## config.mk

```make
export PLATFORM = sky130hd
export DESIGN_NAME = riscv_multicycle_ctrl
export DESIGN_NICKNAME = d
export VERILOG_FILES = /design/src/rtl/riscv_pkg.sv /design/src/rtl/riscv_alu_dec.sv /design/src/rtl/riscv_multicycle_ctrl.sv
export SDC_FILE = /design/constraint.sdc
export NUM_CORES = 1
export LEC_CHECK = 0
export CAP_MARGIN = 40
export CORE_MARGIN = 8
export CORE_UTILIZATION = 44
export DETAILED_ROUTE_END_ITERATION = 8
export PLACE_DENSITY = 0.83
export REMOVE_ABC_BUFFERS = 1
export SYNTH_ARGS = -nofsm -noshare
export SYNTH_HDL_FRONTEND = slang
export SYNTH_SLANG_ARGS = --single-unit
```

## constraint.sdc

```tcl
create_clock -name clk -period 1.88 [get_ports clk]
set_input_delay 0.282 -clock clk [delete_from_list [all_inputs] [get_ports clk]]
set_output_delay 0.282 -clock clk [all_outputs]
set_load 0.005 [all_outputs]
```

## src/rtl/riscv_pkg.sv

```systemverilog
`timescale 1ps/1ps
// Shared types and encodings for the multicycle RV32I-subset control unit:
// FSM states, opcodes, datapath select codes and the per-state control word.
package riscv_pkg;

  typedef enum logic [3:0] {
    S_FETCH, S_DECODE, S_MEMADR, S_MEMREAD, S_MEMWB, S_MEMWRITE,
    S_EXECUTER, S_EXECUTEI, S_ALUWB, S_BEQ, S_JAL, S_TRAP
  } state_t;

  localparam logic [6:0] OP_LW  = 7'b0000011;
  localparam logic [6:0] OP_SW  = 7'b0100011;
  localparam logic [6:0] OP_R   = 7'b0110011;
  localparam logic [6:0] OP_I   = 7'b0010011;
  localparam logic [6:0] OP_BEQ = 7'b1100011;
  localparam logic [6:0] OP_JAL = 7'b1101111;

  localparam logic [2:0] ALU_ADD = 3'b000;
  localparam logic [2:0] ALU_SUB = 3'b001;
  localparam logic [2:0] ALU_AND = 3'b010;
  localparam logic [2:0] ALU_OR  = 3'b011;
  localparam logic [2:0] ALU_SLT = 3'b101;

  localparam logic [1:0] IMM_I = 2'b00;
  localparam logic [1:0] IMM_S = 2'b01;
  localparam logic [1:0] IMM_B = 2'b10;
  localparam logic [1:0] IMM_J = 2'b11;

  localparam logic [1:0] RES_ALUOUT    = 2'b00;
  localparam logic [1:0] RES_DATA      = 2'b01;
  localparam logic [1:0] RES_ALURESULT = 2'b10;

  localparam logic [1:0] SRCA_PC    = 2'b00;
  localparam logic [1:0] SRCA_OLDPC = 2'b01;
  localparam logic [1:0] SRCA_RD1   = 2'b10;

  localparam logic [1:0] SRCB_RD2  = 2'b00;
  localparam logic [1:0] SRCB_IMM  = 2'b01;
  localparam logic [1:0] SRCB_FOUR = 2'b10;

  localparam logic [1:0] ALUOP_ADD   = 2'b00;
  localparam logic [1:0] ALUOP_SUB   = 2'b01;
  localparam logic [1:0] ALUOP_FUNCT = 2'b10;

  typedef struct packed {
    logic       pc_update;
    logic       branch;
    logic       adr_src;
    logic       mem_write;
    logic       ir_write;
    logic [1:0] result_src;
    logic [1:0] alu_src_a;
    logic [1:0] alu_src_b;
    logic [1:0] alu_op;
    logic       reg_write;
    logic       trap;
    logic       done;
  } ctrl_t;

  // Moore control word for each state; anything not set stays 0.
  function automatic ctrl_t state_ctrl(input state_t s);
    ctrl_t c;
    c = '0;
    case (s)
      S_FETCH: begin
        c.ir_write   = 1'b1;
        c.pc_update  = 1'b1;
        c.alu_src_a  = SRCA_PC;
        c.alu_src_b  = SRCB_FOUR;
        c.result_src = RES_ALURESULT;
      end
      S_DECODE: begin
        c.alu_src_a = SRCA_OLDPC;
        c.alu_src_b = SRCB_IMM;
      end
      S_MEMADR: begin
        c.alu_src_a = SRCA_RD1;
        c.alu_src_b = SRCB_IMM;
      end
      S_MEMREAD: begin
        c.adr_src    = 1'b1;
        c.result_src = RES_ALUOUT;
      end
      S_MEMWB: begin
        c.result_src = RES_DATA;
        c.reg_write  = 1'b1;
        c.done       = 1'b1;
      end
      S_MEMWRITE: begin
        c.adr_src   = 1'b1;
        c.mem_write = 1'b1;
        c.done      = 1'b1;
      end
      S_EXECUTER: begin
        c.alu_src_a = SRCA_RD1;
        c.alu_src_b = SRCB_RD2;
        c.alu_op    = ALUOP_FUNCT;
      end
      S_EXECUTEI: begin
        c.alu_src_a = SRCA_RD1;
        c.alu_src_b = SRCB_IMM;
        c.alu_op    = ALUOP_FUNCT;
      end
      S_ALUWB: begin
        c.result_src = RES_ALUOUT;
        c.reg_write  = 1'b1;
        c.done       = 1'b1;
      end
      S_BEQ: begin
        c.alu_src_a  = SRCA_RD1;
        c.alu_src_b  = SRCB_RD2;
        c.alu_op     = ALUOP_SUB;
        c.result_src = RES_ALUOUT;
        c.branch     = 1'b1;
        c.done       = 1'b1;
      end
      S_JAL: begin
        c.alu_src_a  = SRCA_OLDPC;
        c.alu_src_b  = SRCB_FOUR;
        c.result_src = RES_ALUOUT;
        c.pc_update  = 1'b1;
      end
      S_TRAP:  c.trap = 1'b1;
      default: c = '0;
    endcase
    return c;
  endfunction

endpackage

```

## src/rtl/riscv_alu_dec.sv

```systemverilog
`timescale 1ps/1ps
// ALU decoder: maps the FSM's ALUOp plus instruction fields to ALUControl.
module riscv_alu_dec
  import riscv_pkg::*;
(
  input  logic [1:0] alu_op,
  input  logic [2:0] funct3,
  input  logic       op5,
  input  logic       funct7b5,
  output logic [2:0] alu_control
);

  always_comb begin
    alu_control = ALU_ADD;
    case (alu_op)
      ALUOP_ADD: alu_control = ALU_ADD;
      ALUOP_SUB: alu_control = ALU_SUB;
      ALUOP_FUNCT: begin
        case (funct3)
          // Only R-type (op[5]=1) can encode sub; addi ignores instr[30].
          3'b000:  alu_control = (op5 & funct7b5) ? ALU_SUB : ALU_ADD;
          3'b010:  alu_control = ALU_SLT;
          3'b110:  alu_control = ALU_OR;
          3'b111:  alu_control = ALU_AND;
          default: alu_control = ALU_ADD;
        endcase
      end
      default: alu_control = ALU_ADD;
    endcase
  end

endmodule

```

## src/rtl/riscv_multicycle_ctrl.sv

```systemverilog
`timescale 1ps/1ps
// Main control for the multicycle RV32I-subset core: Moore FSM with a
// registered control word, inline ImmSrc decode and a retired counter.
module riscv_multicycle_ctrl
  import riscv_pkg::*;
#(
  parameter int CNT_W           = 32,
  parameter int TRAP_ON_ILLEGAL = 1
) (
  input  logic             clk,
  input  logic             reset,
  input  logic [6:0]       op,
  input  logic [2:0]       funct3,
  input  logic             funct7b5,
  input  logic             Zero,
  output logic             PCWrite,
  output logic             AdrSrc,
  output logic             MemWrite,
  output logic             IRWrite,
  output logic [1:0]       ResultSrc,
  output logic [1:0]       ALUSrcA,
  output logic [1:0]       ALUSrcB,
  output logic [2:0]       ALUControl,
  output logic [1:0]       ImmSrc,
  output logic             RegWrite,
  output logic             trap,
  output logic             instr_done,
  output logic [CNT_W-1:0] retired
);

  state_t state;
  state_t state_nxt;
  ctrl_t  ctrl;
  logic   legal_op;
  logic   skip_illegal;

  always_comb begin
    legal_op = (op == OP_LW) || (op == OP_SW) || (op == OP_R) ||
               (op == OP_I) || (op == OP_BEQ) || (op == OP_JAL);
    skip_illegal = (state == S_DECODE) && !legal_op && (TRAP_ON_ILLEGAL == 0);
  end

  always_comb begin
    state_nxt = state;
    case (state)
      S_FETCH: state_nxt = S_DECODE;
      S_DECODE: begin
        case (op)
          OP_LW, OP_SW: state_nxt = S_MEMADR;
          OP_R:         state_nxt = S_EXECUTER;
          OP_I:         state_nxt = S_EXECUTEI;
          OP_JAL:       state_nxt = S_JAL;
          OP_BEQ:       state_nxt = S_BEQ;
          default:      state_nxt = (TRAP_ON_ILLEGAL != 0) ? S_TRAP : S_FETCH;
        endcase
      end
      S_MEMADR:   state_nxt = op[5] ? S_MEMWRITE : S_MEMREAD;
      S_MEMREAD:  state_nxt = S_MEMWB;
      S_MEMWB:    state_nxt = S_FETCH;
      S_MEMWRITE: state_nxt = S_FETCH;
      S_EXECUTER: state_nxt = S_ALUWB;
      S_EXECUTEI: state_nxt = S_ALUWB;
      S_JAL:      state_nxt = S_ALUWB;
      S_ALUWB:    state_nxt = S_FETCH;
      S_BEQ:      state_nxt = S_FETCH;
      S_TRAP:     state_nxt = S_TRAP;
      default:    state_nxt = S_FETCH;
    endcase
  end

  // Control word is registered alongside the state so it always equals
  // state_ctrl(state), including the FETCH word held during reset.
  always_ff @(posedge clk or posedge reset) begin
    if (reset) begin
      state   <= S_FETCH;
      ctrl    <= state_ctrl(S_FETCH);
      retired <= '0;
    end else begin
      state <= state_nxt;
      ctrl  <= state_ctrl(state_nxt);
      if (instr_done) retired <= retired + CNT_W'(1);
    end
  end

  always_comb begin
    case (op)
      OP_SW:   ImmSrc = IMM_S;
      OP_BEQ:  ImmSrc = IMM_B;
      OP_JAL:  ImmSrc = IMM_J;
      default: ImmSrc = IMM_I;
    endcase
  end

  riscv_alu_dec u_alu_dec (
    .alu_op      (ctrl.alu_op),
    .funct3      (funct3),
    .op5         (op[5]),
    .funct7b5    (funct7b5),
    .alu_control (ALUControl)
  );

  assign PCWrite    = ctrl.pc_update | (ctrl.branch & Zero);
  assign AdrSrc     = ctrl.adr_src;
  assign MemWrite   = ctrl.mem_write;
  assign IRWrite    = ctrl.ir_write;
  assign ResultSrc  = ctrl.result_src;
  assign ALUSrcA    = ctrl.alu_src_a;
  assign ALUSrcB    = ctrl.alu_src_b;
  assign RegWrite   = ctrl.reg_write;
  assign trap       = ctrl.trap;
  assign instr_done = ctrl.done | skip_illegal;

endmodule

```

After elaboration in Yosys (flattened, before gate mapping)
Cells that the tools add are included.
{"block": "classes", "add_sub_neg": 1, "n_mux": 18, "n_bitwise": 3, "reduce_logical": 12, "eq_ne": 29}
{"operator": "4-bit case mux with 5 select lines", "n": 2}
{"operator": "32-bit by 1-bit adder with 32-bit output (second input constant)", "n": 1}
{"operator": "4-bit by 3-bit == test with 1-bit output (second input constant)", "n": 6}
{"operator": "4-bit == test (second input constant)", "n": 6}
{"operator": "4-bit case mux with 6 select lines", "n": 1}
{"operator": "4-bit by 2-bit == test with 1-bit output (second input constant)", "n": 4}
{"operator": "7-bit by 6-bit == test with 1-bit output (second input constant)", "n": 2}
{"operator": "7-bit == test (second input constant)", "n": 2}
{"operator": "2-bit OR reduction", "n": 7}
{"operator": "3-bit case mux with 4 select lines", "n": 1}
{"operator": "1-bit two-way mux", "n": 9}
{"operator": "4-bit by 1-bit == test with 1-bit output (second input constant)", "n": 2}
{"operator": "4-bit zero test", "n": 2}
{"operator": "2-bit case mux with 2 select lines", "n": 2}
{"operator": "7-bit by 2-bit == test with 1-bit output (second input constant)", "n": 1}
{"operator": "7-bit by 5-bit == test with 1-bit output (second input constant)", "n": 1}
{"operator": "3-bit == test (second input constant)", "n": 2}
{"operator": "2-bit case mux with 3 select lines", "n": 1}
{"operator": "3-bit case mux with 2 select lines", "n": 1}
{"operator": "4-bit OR reduction", "n": 1}
{"operator": "3-bit by 2-bit == test with 1-bit output (second input constant)", "n": 1}
{"operator": "3-bit zero test", "n": 1}
{"operator": "3-bit two-way mux", "n": 1}
{"operator": "3-bit OR reduction", "n": 1}
{"operator": "4 further kinds", "n": 5}
{"block": "word_totals", "elab_cells": 77, "input_bits": 14, "register_bits": 52}

Longest topological paths before layout
Gate-level depths: netlist of the first run.
{"block": "logic_depth", "word_depth": 7, "mapped_depth": 7, "depth_no_buf": 6}

Modules after synthesis
A second synthesis of the first run with hierarchy kept.
{"block": "hier_totals", "hier_cells": 217, "hier_area_um2": 2389.8}
{"mod": "riscv_multicycle_ctrl", "seq_area_each_um2": 1255.0, "n_inst": 1, "cells_each": 206, "area_per_inst_um2": 2293.4}
{"mod": "riscv_alu_dec", "seq_area_each_um2": 0.0, "n_inst": 1, "cells_each": 11, "area_per_inst_um2": 96.3}

Worst setup path before layout of the first run
OpenSTA, ideal clock, no wires.
{"block": "synth_path", "kind": "reg-to-reg", "startpoint": "register state[3]", "endpoint": "register ctrl (netlist bit ALUSrcB[0])", "path_stages_with_launch": 8, "required_time_ns": 1.806, "slack_ns": -0.166, "setup_ns": 0.074, "arrival_time_ns": 1.972, "synth_period_minus_slack_ns": 2.046, "n_path_buf": 2, "cell_sequence": "dfrtp_1 -> buf_6 -> or4b_4 -> buf_6 -> a31oi_4 -> a31oi_4 -> or4_4 -> o21ai_2"}
{"block": "synth_via", "elab_chain_len": 6, "word_cells_on_any_way": 20, "cone_classes": "eq/ne: 13; mux: 2; reduce/logical: 5"}
{"item": "from (decl)", "line_no": "riscv_multicycle_ctrl.sv:31", "source": "state_t state;"}
{"item": "from (signal assigned)", "line_no": "riscv_multicycle_ctrl.sv:79", "source": "state <= state_nxt;"}
{"item": "4-bit == test / 4-bit by 3-bit == test with 1-bit output (equally long branches)", "line_no": "riscv_multicycle_ctrl.sv:45", "source": "case (state)"}
{"item": "3-bit OR reduction (no line)"}
{"item": "4-bit case mux with 6 select lines *", "line_no": "riscv_multicycle_ctrl.sv:45"}
{"item": "4-bit == test (tied with other cells)", "line_no": "riscv_pkg.sv:64", "source": "case (s)"}
{"item": "2-bit OR reduction (no line)"}
{"item": "4-bit case mux with 5 select lines *", "line_no": "riscv_pkg.sv:64"}
{"item": "to (signal assigned)", "line_no": "riscv_multicycle_ctrl.sv:76", "source": "ctrl <= state_ctrl(S_FETCH);"}
{"item": "to (signal assigned)", "line_no": "riscv_multicycle_ctrl.sv:80", "source": "ctrl <= state_ctrl(state_nxt);"}
{"item": "to (decl)", "line_no": "riscv_multicycle_ctrl.sv:33", "source": "ctrl_t ctrl;"}
Every way passes the cells marked *; elsewhere a longest branch is shown, timed or not.
A chain may end at the register's enable or synchronous reset.

Worst setup path after layout of the first run
{"block": "layout_path", "startpoint": "register state[2]", "endpoint": "register ctrl (netlist bit ALUSrcB[0])"}
The elaborated chain is that of the path after synthesis.

==> key figures, run 1 <==
Logic synthesis
  – FFs w/ async S/R, synth: 100%
  – Seq/Total Area, Yosys: 54.1%
  – Post-synth top area cell: dfrtp_1
  – EDFF count, synth: 0
  – Yosys cell types: 43
  – Main flop type after synthesis: dfrtp_1
  – Netlist Area Pre-Place: 2410 sq um
  – Ys Warns: 0
  – Area contributors post-synth: dfrtp_1 50%, xnor2_1 8.7%, dfstp_2 4.4%
  – Cells after Synth: 220
  – Post-synth top area share: 49.8%
  – Syn Area/Cell: 11.0 sq um
  – Yosys reg bits: 52

Drt
  – Drt first pass iters: 5
  – Vias/cell: 5.00
  – DRC: 0
  – Iteration-0 DRC Markers: 32
  – Routed via count: 1904
  – Routed Antenna Nets: 0
  – Drt wl/cell: 14.4 um
  – Routed WL: 5.50 mm

Final layout
  – Fin cells: 381
  – Commonest non-fill, non-tap cell in the layout: clkdlybuf4s50_1
  – Finished Core Util: 63.0%
  – ANT cells: 0
  – Ratio of cells with drive above 1 in the final layout: 18.8%
  – Most frequent cells in the layout: 57 x clkdlybuf4s50_1, 48 x dfrtp_1, 26 x buf_4
  – # nets final: 325
  – Synth-to-Final Area Change: 41.1%
  – Design area: 3410 sq um

STA
  – Least-Margin Pin Slew: 0.423 ns
  – Max Clk Rate: 0.534 GHz
  – Final Cycle Share: 99.7%
  – Count of pins over their slew limit: 0
  – Endpoints failing setup: 0
  – Setup ws final: 0.00654 ns
  – Relative slew slack: 71.7%
  – Unrepaired setup endpoints after global routing: true
  – Time the worst path needs with I/O delays and setup: 1.87 ns
  – Final hold vios: 0
  – Setup Skew: 0.00416 ns

Place
  – Placed Area: 3240 sq um
  – Routability congestion estimate: 0.871
  – Port bufs: 63
  – Post-Place Worst Slack: -0.258 ns
  – Detailed Place HPWL: 4.21 mm
  – Placed cells: 367

Die
  – IO Pins: 64
  – Initial core utilization: 44.7%
  – Die Span Y: 90.1 um
  – Full die area: 8110 sq um
  – Site Rows: 27
  – Core Footprint: 5410 sq um
  – Die span in x: 90.1 um

Global routing
  – GRT Total Usage: 13.9%
  – Vias in the first global route: 1955
  – Largest net degree at the start of global routing: 25
  – Congestion Overflow GR: 0
  – First-pass GRT wire length: 9.45 mm
  – Initial antenna violation count: 0

Setup path
  – R2r startpoint: state[2]$_DFF_PP0_
  – R2r worst-path depth: 5
  – CP Data Arrival Time: 2.10 ns
  – Setup crit end kind: flop
  – Critical-path cell list: or4b_4 -> a31oi_4 -> a31oi_4 -> or4_4 -> o21ai_2
  – Crit Path Max Fanout: 4
  – CP peak stage delay: 0.60 ns
  – CP endpoint: ALUSrcB[0]$_DFF_PP0_
  – Reg-to-reg endpoint: ALUSrcB[0]$_DFF_PP0_
  – Max stage delay cell, worst path: or4b_4
  – CP Launch Type: flop
  – Reg2reg setup slack: 0.007 ns
  – Worst endpoint required time: 2.10 ns
  – Critical path type: flop to flop
  – Critical Path Most Common Cell: a31oi_4
  – Crit path launch: state[2]$_DFF_PP0_

Power and ir drop
  – Final Power: 3.77 mW
  – Leakage power: 1.52 nW
  – Pwr/cell area: 1110 nW/um^2
  – Worst vdd ir: 0.000879 V

Clock network
  – CTS buffer count: 5
  – H-tree Lvls: 2
  – CTS tree: built
  – Clock transition at the registers of the reported paths: 0.09 ns
  – Clock Sinks: 52
  – Clock root buffer: clkbuf_8
  – Hold-fix buffers, CTS: 0
  – Clk_lat worst skew: 0.29 ns
  – Worst-case clock buffer depth: 2

Outcome
  – Status: finished clean

Run
  – Max cap viols: 0

Worst hold path
  – HP Class: primary input to asynchronous set/reset pin
-- cells by family (layout without fill, tap and decap cells) --
logic type / Yosys count / count (layout) / synth area share, %
adder cells (fa/ha/maj): 3 / 3 / 1.56
multiplexers: 1 / 1 / 0.467
flip-flops: 52 / 52 / 54.1
XOR/XNOR: 33 / 33 / 12.0
buffers and inverters: 22 / 111 / 5.03
AO/OA/AOI/OAI: 22 / 22 / 7.31
AND/OR/NAND/NOR: 87 / 87 / 19.5
-- cell usage after synthesis (all sizes together), types with 2 or more instances --
cell type	n
or2	3
o31ai	2
ha	3
nand2	19
xor2	9
o21ai	5
and3	7
buf	9
and4	5
nor2	16
nand4	12
and2	2
nor3	5
xnor2	24
dfstp	4
inv	11
clkbuf	2
dfrtp	48
a21oi	6
nand3	10
a31oi	3
-- report_power, final --
part           internal, mW  switching (mW)
clock                 0.262           0.329
sequential             1.37           0.131
combinational         0.914           0.765
total                  2.54            1.22
-- how the worst min path moves through the flow --
| stage | startpoint | endpoint | slack (ns) | cells after the start |
|---|---|---|---|---|
| after floorplan | op[5] | MemWrite$_DFF_PP0_ | 0.41 | 1 |
| after global placement | retired[31]$_DFFE_PP0P_ | retired[31]$_DFFE_PP0P_ | 0.46 | 1 |
| after detailed placement | retired[31]$_DFFE_PP0P_ | retired[31]$_DFFE_PP0P_ | 0.47 | 1 |
| after CTS | reset | retired[27]$_DFFE_PP0P_ | 0.31 | 2 |
| after global routing | reset | retired[27]$_DFFE_PP0P_ | 0.33 | 2 |
| final | reset | retired[27]$_DFFE_PP0P_ | 0.30 | 2 |
-- per-layer routing --
layer,wire length (um),share of wire (%),global-route usage (%)
met5,0,0,0
met4,31,0.56,2.91
met3,261,4.7,4.16
met2,2920,53,25.1
met1,2290,42,15.6
-- critical path: cells and delay by family (launching register included) --
kind            cells  cell delay (ns)
flops               1             0.39
simple gates        2             1.02
compound gates      3             0.39
-- through the flow --
| stage | hold WS [ns] | TNS, ns |
|---|---|---|
| 5_1_grt | 0.334 | -0.0673 |
| 3_3_place_gp | 0.459 | -1.59 |
| 4_1_cts | 0.307 | 0 |
| 3_5_place_dp | 0.470 | -1.98 |
| 6_report | 0.301 | 0 |
| 2_1_floorplan | 0.411 | -0.161 |
-- timing repair --
action	in CTS	in global routing
pin swaps	6	1
resized for setup	13	5
setup buffers	6	0
setup endpoints to repair	7	4
-- sequential cells by signal, indices dropped and copies added, names as in the netlist --
register    flops
ResultSrc       2
state           4
AdrSrc          1
ALUSrcB         2
MemWrite        1
ALUSrcA         2
instr_done      1
IRWrite         1
RegWrite        1
retired        32
ctrl            4
trap            1
-- final cells by class --
| type | count | area [sq um] |
|---|---|---|
| Sequential cell | 52 | 1310 |
| Tap cell | 72 | 90.1 |
| Timing Repair Buffer | 92 | 861 |
| Inverter | 11 | 41.3 |
| Clock inverter | 1 | 5.00 |
| Multi-Input combinational cell | 146 | 1030 |
| Fill cell | 442 | 2000 |
| Clock buffer | 7 | 76.3 |
Note: power is estimated with default switching activity, not from simulation.
==> run 2, diff against run 1 <==
--- a/config.mk
+++ b/config.mk
@@ -7,10 +7,9 @@
 export LEC_CHECK = 0
 export CAP_MARGIN = 40
 export CORE_MARGIN = 8
-export CORE_UTILIZATION = 44
+export CORE_UTILIZATION = 48
 export DETAILED_ROUTE_END_ITERATION = 8
-export PLACE_DENSITY = 0.83
-export REMOVE_ABC_BUFFERS = 1
+export PLACE_DENSITY = 0.86
 export SYNTH_ARGS = -nofsm -noshare
 export SYNTH_HDL_FRONTEND = slang
 export SYNTH_SLANG_ARGS = --single-unit
==> constraint.sdc (replaced) <==
create_clock -name clk -period 2.15 [get_ports clk]
set_input_delay 0.3225 -clock clk [delete_from_list [all_inputs] [get_ports clk]]
set_output_delay 0.3225 -clock clk [all_outputs]
set_load 0.005 [all_outputs]
==> key figures, run 2 (same netlist as run 1, synthesis figures left out) <==
Global routing
  – Congestion Overflow GR: 0 (unchanged)
  – Initial antenna violation count: 0 (unchanged)
  – GRT Total Usage: 15.0% (was 13.9%)
  – Vias in the first global route: 1880 (was 1955)
  – First-pass GRT wire length: 9.07 mm (was 9.45 mm)
  – Largest net degree at the start of global routing: 20 (was 25)

Die
  – Die span in x: 86.9 um (was 90.1 um)
  – Site Rows: 26 (was 27)
  – Die Span Y: 86.9 um (was 90.1 um)
  – Full die area: 7550 sq um (was 8110 sq um)
  – Initial core utilization: 48.5% (was 44.7%)
  – Core Footprint: 4980 sq um (was 5410 sq um)
  – IO Pins: 64 (unchanged)

Final layout
  – Fin cells: 369 (was 381)
  – Finished Core Util: 66.7% (was 63.0%)
  – Most frequent cells in the layout: 61 x clkdlybuf4s50_1, 48 x dfrtp_1, 24 x xnor2_1 (was 57 x clkdlybuf4s50_1, 48 x dfrtp_1, 26 x buf_4)
  – FILL cells: 380 (was 442)
  – Max FFs per register: 32 (unchanged)
  – Biggest regs: retired x32, ctrl x4, state x4 (unchanged)
  – Commonest non-fill, non-tap cell in the layout: clkdlybuf4s50_1 (unchanged)
  – Synth-to-Final Area Change: 37.5% (was 41.1%)
  – # nets final: 315 (was 325)
  – Ratio of cells with drive above 1 in the final layout: 13.4% (was 18.8%)
  – ANT cells: 0 (unchanged)
  – Reg with most FFs: retired (unchanged)

STA
  – Final Cycle Share: 97.1%
  – Final hold vios: 0 (unchanged)
  – Time the worst path needs with I/O delays and setup: 2.09 ns
  – Max Clk Rate: 0.479 GHz
  – Unrepaired setup endpoints after global routing: false (was true)
  – Setup Skew: 0.0135 ns (was 0.00416 ns)
  – Setup TNS: 0 ns (unchanged)
  – Setup ws final: 0.0625 ns (was 0.00654 ns)
  – Endpoints failing setup: 0 (unchanged)
  – Least-Margin Pin Slew: 0.425 ns (was 0.423 ns)
  – Relative slew slack: 71.6% (was 71.7%)
  – Count of pins over their slew limit: 0 (unchanged)

Clock network
  – Postcts setup bufs: 0 (was 6)
  – Clock transition at the registers of the reported paths: 0.10 ns (was 0.09 ns)
  – Hold-fix buffers, CTS: 0 (unchanged)
  – Clock Sinks: 52 (unchanged)
  – CTS tree: built (unchanged)
  – Worst-case clock buffer depth: 2 (unchanged)
  – Post-cts repair resize count: 0 (was 13)
  – H-tree Lvls: 2 (unchanged)
  – Clock root buffer: clkbuf_8 (unchanged)
  – CTS buffer count: 5 (unchanged)
  – Clk_lat worst skew: 0.30 ns (was 0.29 ns)

Place
  – Post-Place Worst Slack: 0.0000409 ns (was -0.258 ns)
  – Port bufs: 63 (unchanged)
  – Placed cells: 361 (was 367)
  – Routability congestion estimate: 0.942 (was 0.871)
  – Detailed Place HPWL: 4.19 mm (was 4.21 mm)

Power and ir drop
  – Worst vdd ir: 0.000608 V (was 0.000879 V)
  – Leakage power: 1.48 nW (was 1.52 nW)
  – Pwr/cell area: 986 nW/um^2 (was 1110 nW/um^2)

Setup path
  – CP Data Arrival Time: 1.77 ns (was 2.10 ns)
  – Crit Path Max Fanout: 4 (unchanged)
  – CP Launch Type: primary input (was flop)
  – Worst endpoint required time: 1.83 ns (was 2.10 ns)
  – Reg2reg setup slack: 0.14 ns (was 0.007 ns)
  – Critical path type: primary input to output port (was flop to flop)
  – Setup crit end kind: output port (was flop)

Logic synthesis
  – Syn_nets: 237

Drt
  – Vias/cell: 5.05 (was 5.00)
  – Routed via count: 1862 (was 1904)
  – Routed WL: 5.33 mm (was 5.50 mm)
  – Drt wl/cell: 14.4 um (about the same)
  – Iteration-0 DRC Markers: 72 (was 32)
  – DRC: 0 (unchanged)
  – Routed Antenna Nets: 0 (unchanged)
  – Drt first pass iters: 4 (was 5)

Outcome
  – Status: finished clean (unchanged)

Worst hold path
  – HP Class: primary input to asynchronous set/reset pin (unchanged)

Run
  – Max cap viols: 0 (unchanged)
==> run 2: through the flow <==
stage	hold slack [ns]	power (mW)	cell area [sq um]
2_1_floorplan	0.451	2.09	2410
3_3_place_gp	0.461	2.60	3210
3_5_place_dp	0.473	2.65	3210
4_1_cts	0.339	3.29	3310
5_1_grt	0.364	3.47	3320
6_report	0.327	3.27	3320
==> run 2: power breakdown <==
group / internal, mW / switching [mW]
clock: 0.349 / 0.296
sequential: 1.20 / 0.150
combinational: 0.688 / 0.594
total: 2.23 / 1.04
==> run 2: final timing paths <==
check	from	to	cells past startpoint
max in group asynchronous	reset	ctrl[15]$_DFF_PP1_	3
min	reset	retired[7]$_DFFE_PP0P_	2
min reg2reg	retired[31]$_DFFE_PP0P_	retired[31]$_DFFE_PP0P_	1
max reg2reg	state[0]$_DFF_PP0_	ALUSrcB[0]$_DFF_PP0_	5
max	op[5]	ImmSrc[1]	4
min in group clk	retired[31]$_DFFE_PP0P_	retired[31]$_DFFE_PP0P_	1
==> run 2: area by class of cell <==
cell class | count | area, sq um | share of cell area (%)
timing repair buffer | 82 | 791 | 23.8
multi-input combinational | 146 | 987 | 29.7
sequential | 52 | 1310 | 39.4
clock inverter | 1 | 30.0 | 0.905
inverter | 11 | 41.3 | 1.24
tap | 70 | 87.6 | 2.64
clock buffer | 7 | 76.3 | 2.30
==> run 2: worst max-delay path: stages <==
cell,delay (ns)
clkdlybuf4s50_1,0.50
and4b_2,0.27
and3_1,0.17
clkdlybuf4s50_1,0.50
==> run 2: per-layer routing <==
metal	GRT usage [%]	vias up	part of all wire, %
li1	-	909	-
met1	18.3	899	44
met2	25.1	46	50
met3	3.96	8	5.5
met4	4.54	0	1.4
met5	0	-	0
==> run 3, diff against run 2 <==
--- a/config.mk
+++ b/config.mk
@@ -5,11 +5,11 @@
 export SDC_FILE = /design/constraint.sdc
 export NUM_CORES = 1
 export LEC_CHECK = 0
-export CAP_MARGIN = 40
+export CAP_MARGIN = 20
 export CORE_MARGIN = 8
-export CORE_UTILIZATION = 48
+export CORE_UTILIZATION = 52
 export DETAILED_ROUTE_END_ITERATION = 8
-export PLACE_DENSITY = 0.86
+export PLACE_DENSITY = 0.92
 export SYNTH_ARGS = -nofsm -noshare
 export SYNTH_HDL_FRONTEND = slang
 export SYNTH_SLANG_ARGS = --single-unit
==> constraint.sdc (replaced) <==
create_clock -name clk -period 2.7 [get_ports clk]
set_input_delay 0.405 -clock clk [delete_from_list [all_inputs] [get_ports clk]]
set_output_delay 0.405 -clock clk [all_outputs]
set_load 0.005 [all_outputs]
==> key figures, run 3 (same netlist as run 1, synthesis figures left out) <==
Setup path
  – Max stage delay cell, worst path: clkdlybuf4s50_1 (unchanged)
  – Setup crit end kind: output port (unchanged)
  – Critical-path cell list: clkdlybuf4s50_1 -> buf_4 -> a31oi_1 -> nor3b_1 -> nor2_1 -> nor2_1 -> clkdlybuf4s50_1 (was clkdlybuf4s50_1 -> and4b_2 -> and3_1 -> clkdlybuf4s50_1)
  – Crit path max-delay family: buffers and inverters (unchanged)
  – Reg-to-reg endpoint: ALUSrcB[0]$_DFF_PP0_ (unchanged)
  – Worst endpoint required time: 2.30 ns (was 1.83 ns)
  – CP Data Arrival Time: 1.95 ns (was 1.77 ns)
  – Crit Path Max Fanout: 6 (was 4)
  – R2r startpoint: state[3]$_DFF_PP0_ (was state[0]$_DFF_PP0_)
  – R2r worst-path depth: 5 (unchanged)
  – Reg2reg setup slack: 0.56 ns (was 0.14 ns)
  – CP peak stage delay: 0.51 ns (was 0.50 ns)
  – Crit path depth: 7 (was 4)
  – CP Launch Type: primary input (unchanged)
  – Critical path type: primary input to output port (unchanged)
  – Buf/Inv on CP: 3 (was 2)

Run
  – Max cap viols: 0 (unchanged)

Worst hold path
  – WHS Endpoint: retired[31]$_DFFE_PP0P_
  – Hold path start: retired[31]$_DFFE_PP0P_
  – HP Class: flop to flop (was primary input to asynchronous set/reset pin)
  – Worst hold stages: 1

Clock network
  – Clk_lat worst skew: 0.30 ns (about the same)
  – Post-cts repair resize count: 0 (unchanged)
  – Clock root buffer: clkbuf_8 (unchanged)
  – H-tree Lvls: 2 (unchanged)
  – Clock transition at the registers of the reported paths: 0.09 ns (was 0.10 ns)
  – CTS tree: built (unchanged)
  – Clock Sinks: 52 (unchanged)
  – Hold-fix buffers, CTS: 0 (unchanged)
  – CTS buffer count: 5 (unchanged)
  – Worst-case clock buffer depth: 2 (unchanged)
  – Postcts setup bufs: 0 (unchanged)

Drt
  – Vias/cell: 5.44 (was 5.05)
  – Drt first pass iters: 4 (unchanged)
  – Routed WL: 5.15 mm (was 5.33 mm)
  – Drt wl/cell: 15.3 um (was 14.4 um)
  – DRC: 0 (unchanged)
  – Iteration-0 DRC Markers: 110 (was 72)
  – Routed Antenna Nets: 0 (unchanged)
  – Routed via count: 1829 (was 1862)

Global routing
  – First-pass GRT wire length: 8.65 mm (was 9.07 mm)
  – Vias in the first global route: 1873 (was 1880)
  – Congestion Overflow GR: 0 (unchanged)
  – Largest net degree at the start of global routing: 39 (was 20)
  – Initial antenna violation count: 0 (unchanged)
  – GRT Total Usage: 14.7% (was 15.0%)

Place
  – Post-Place Worst Slack: 0.257 ns (was 0.0000409 ns)
  – Placed cells: 328 (was 361)
  – Detailed Place HPWL: 3.95 mm (was 4.19 mm)
  – Port bufs: 63 (unchanged)
  – Routability congestion estimate: 0.908 (was 0.942)

Final layout
  – Most frequent cells in the layout: 63 x clkdlybuf4s50_1, 48 x dfrtp_1, 24 x xnor2_1 (was 61 x clkdlybuf4s50_1, 48 x dfrtp_1, 24 x xnor2_1)
  – Max FFs per register: 32 (unchanged)
  – Biggest regs: retired x32, ctrl x4, state x4 (unchanged)
  – Ratio of cells with drive above 1 in the final layout: 8.80% (was 13.4%)
  – Fin cells: 336 (was 369)
  – FILL cells: 334 (was 380)
  – Synth-to-Final Area Change: 30.6% (was 37.5%)
  – Reg with most FFs: retired (unchanged)
  – Commonest non-fill, non-tap cell in the layout: clkdlybuf4s50_1 (unchanged)
  – ANT cells: 0 (unchanged)
  – # nets final: 300 (was 315)

STA
  – Final Cycle Share: 87.1%
  – Setup TNS: 0 ns (unchanged)
  – Endpoints failing setup: 0 (unchanged)
  – Least-Margin Pin Slew: 0.761 ns (was 0.425 ns)
  – Final hold vios: 0 (unchanged)
  – Setup Skew: 0.00737 ns (was 0.0135 ns)
  – Count of pins over their slew limit: 0 (unchanged)
  – Time the worst path needs with I/O delays and setup: 2.35 ns
  – Max Clk Rate: 0.425 GHz
  – Relative slew slack: 49.2% (was 71.6%)
  – Unrepaired setup endpoints after global routing: false (unchanged)
  – Setup ws final: 0.348 ns (was 0.0625 ns)

Power and ir drop
  – Worst vdd ir: 0.000476 V (was 0.000608 V)
  – Leakage power: 1.36 nW (was 1.48 nW)
  – Final Power: 2.43 mW (was 3.27 mW)
  – Pwr/cell area: 770 nW/um^2 (was 986 nW/um^2)

Die
  – IO Pins: 64 (unchanged)
  – Initial core utilization: 54.7% (was 48.5%)
  – Site Rows: 24 (was 26)
  – Die span in x: 84.1 um (was 86.9 um)
  – Core Footprint: 4410 sq um (was 4980 sq um)
  – Die Span Y: 84.1 um (was 86.9 um)
  – Full die area: 7080 sq um (was 7550 sq um)

Logic synthesis
  – Syn_nets: 237 (unchanged)

Outcome
  – Status: finished clean (unchanged)
run 3: changes by cell type in the layout (fill, tap and decap cells not counted), sizes merged:
cell,delta
dlymetal6s2s,-2
clkinvlp,+1
bufinv,-1
buf,-15
clkdlybuf4s50,+2
run 3: worst register-to-register path: cells and delay by family (launching register included):
| family | cells | cell delay, ns |
|---|---|---|
| and+or+nand+nor | 2 | 1.15 |
| DFF | 1 | 0.50 |
| AOI/OAI and AO/OA | 3 | 0.42 |
run 3: layout make-up:
cell class	count	area [sq um]	area share (%)
Tap cell	52	65.1	2.06
Clock inverter	1	7.51	0.238
Inverter	11	41.3	1.31
Clock buffer	7	86.3	2.74
Sequential cell	52	1310	41.4
Timing Repair Buffer	67	661	21.0
Multi-Input combinational cell	146	986	31.3
run 3: worst max-delay path by stage:
stage	from	endpoint	slack (ns)
2_1_floorplan	state[3]$_DFF_PP0_	ALUSrcB[0]$_DFF_PP0_	0.65
3_3_place_gp	op[3]	ALUSrcA[0]$_DFF_PP0_	0.33
3_5_place_dp	op[3]	trap$_DFF_PP0_	0.26
4_1_cts	op[5]	ALUControl[0]	0.33
5_1_grt	op[5]	ALUControl[0]	0.24
6_report	op[5]	ALUControl[0]	0.35
run 3: stage by stage:
step,area [sq um],utilization [%],hold WS [ns]
floorplan,2410,-,0.468
CTS,3150,71.4,0.486
detailed placement,3060,69.3,0.473
global route,3150,71.4,0.497
global placement,3060,69.3,0.458
finish,3150,71.4,0.480
run 3: power by group:
group | switching, mW | internal [mW] | total, mW | leakage [nW]
Clock | 0.249 | 0.209 | 0.458 | 0.0445
Combinational | 0.420 | 0.455 | 0.875 | 0.624
Sequential | 0.142 | 0.951 | 1.09 | 0.691
Total | 0.812 | 1.62 | 2.43 | 1.36
run 3: routing by layer:
layer	GRT usage, %	vias up	part of all wire [%]
met2	24.8	62	49
met5	0	-	0
met3	3.77	9	5.5
met1	16.9	878	43
met4	7.54	0	2.1
li1	-	880	-
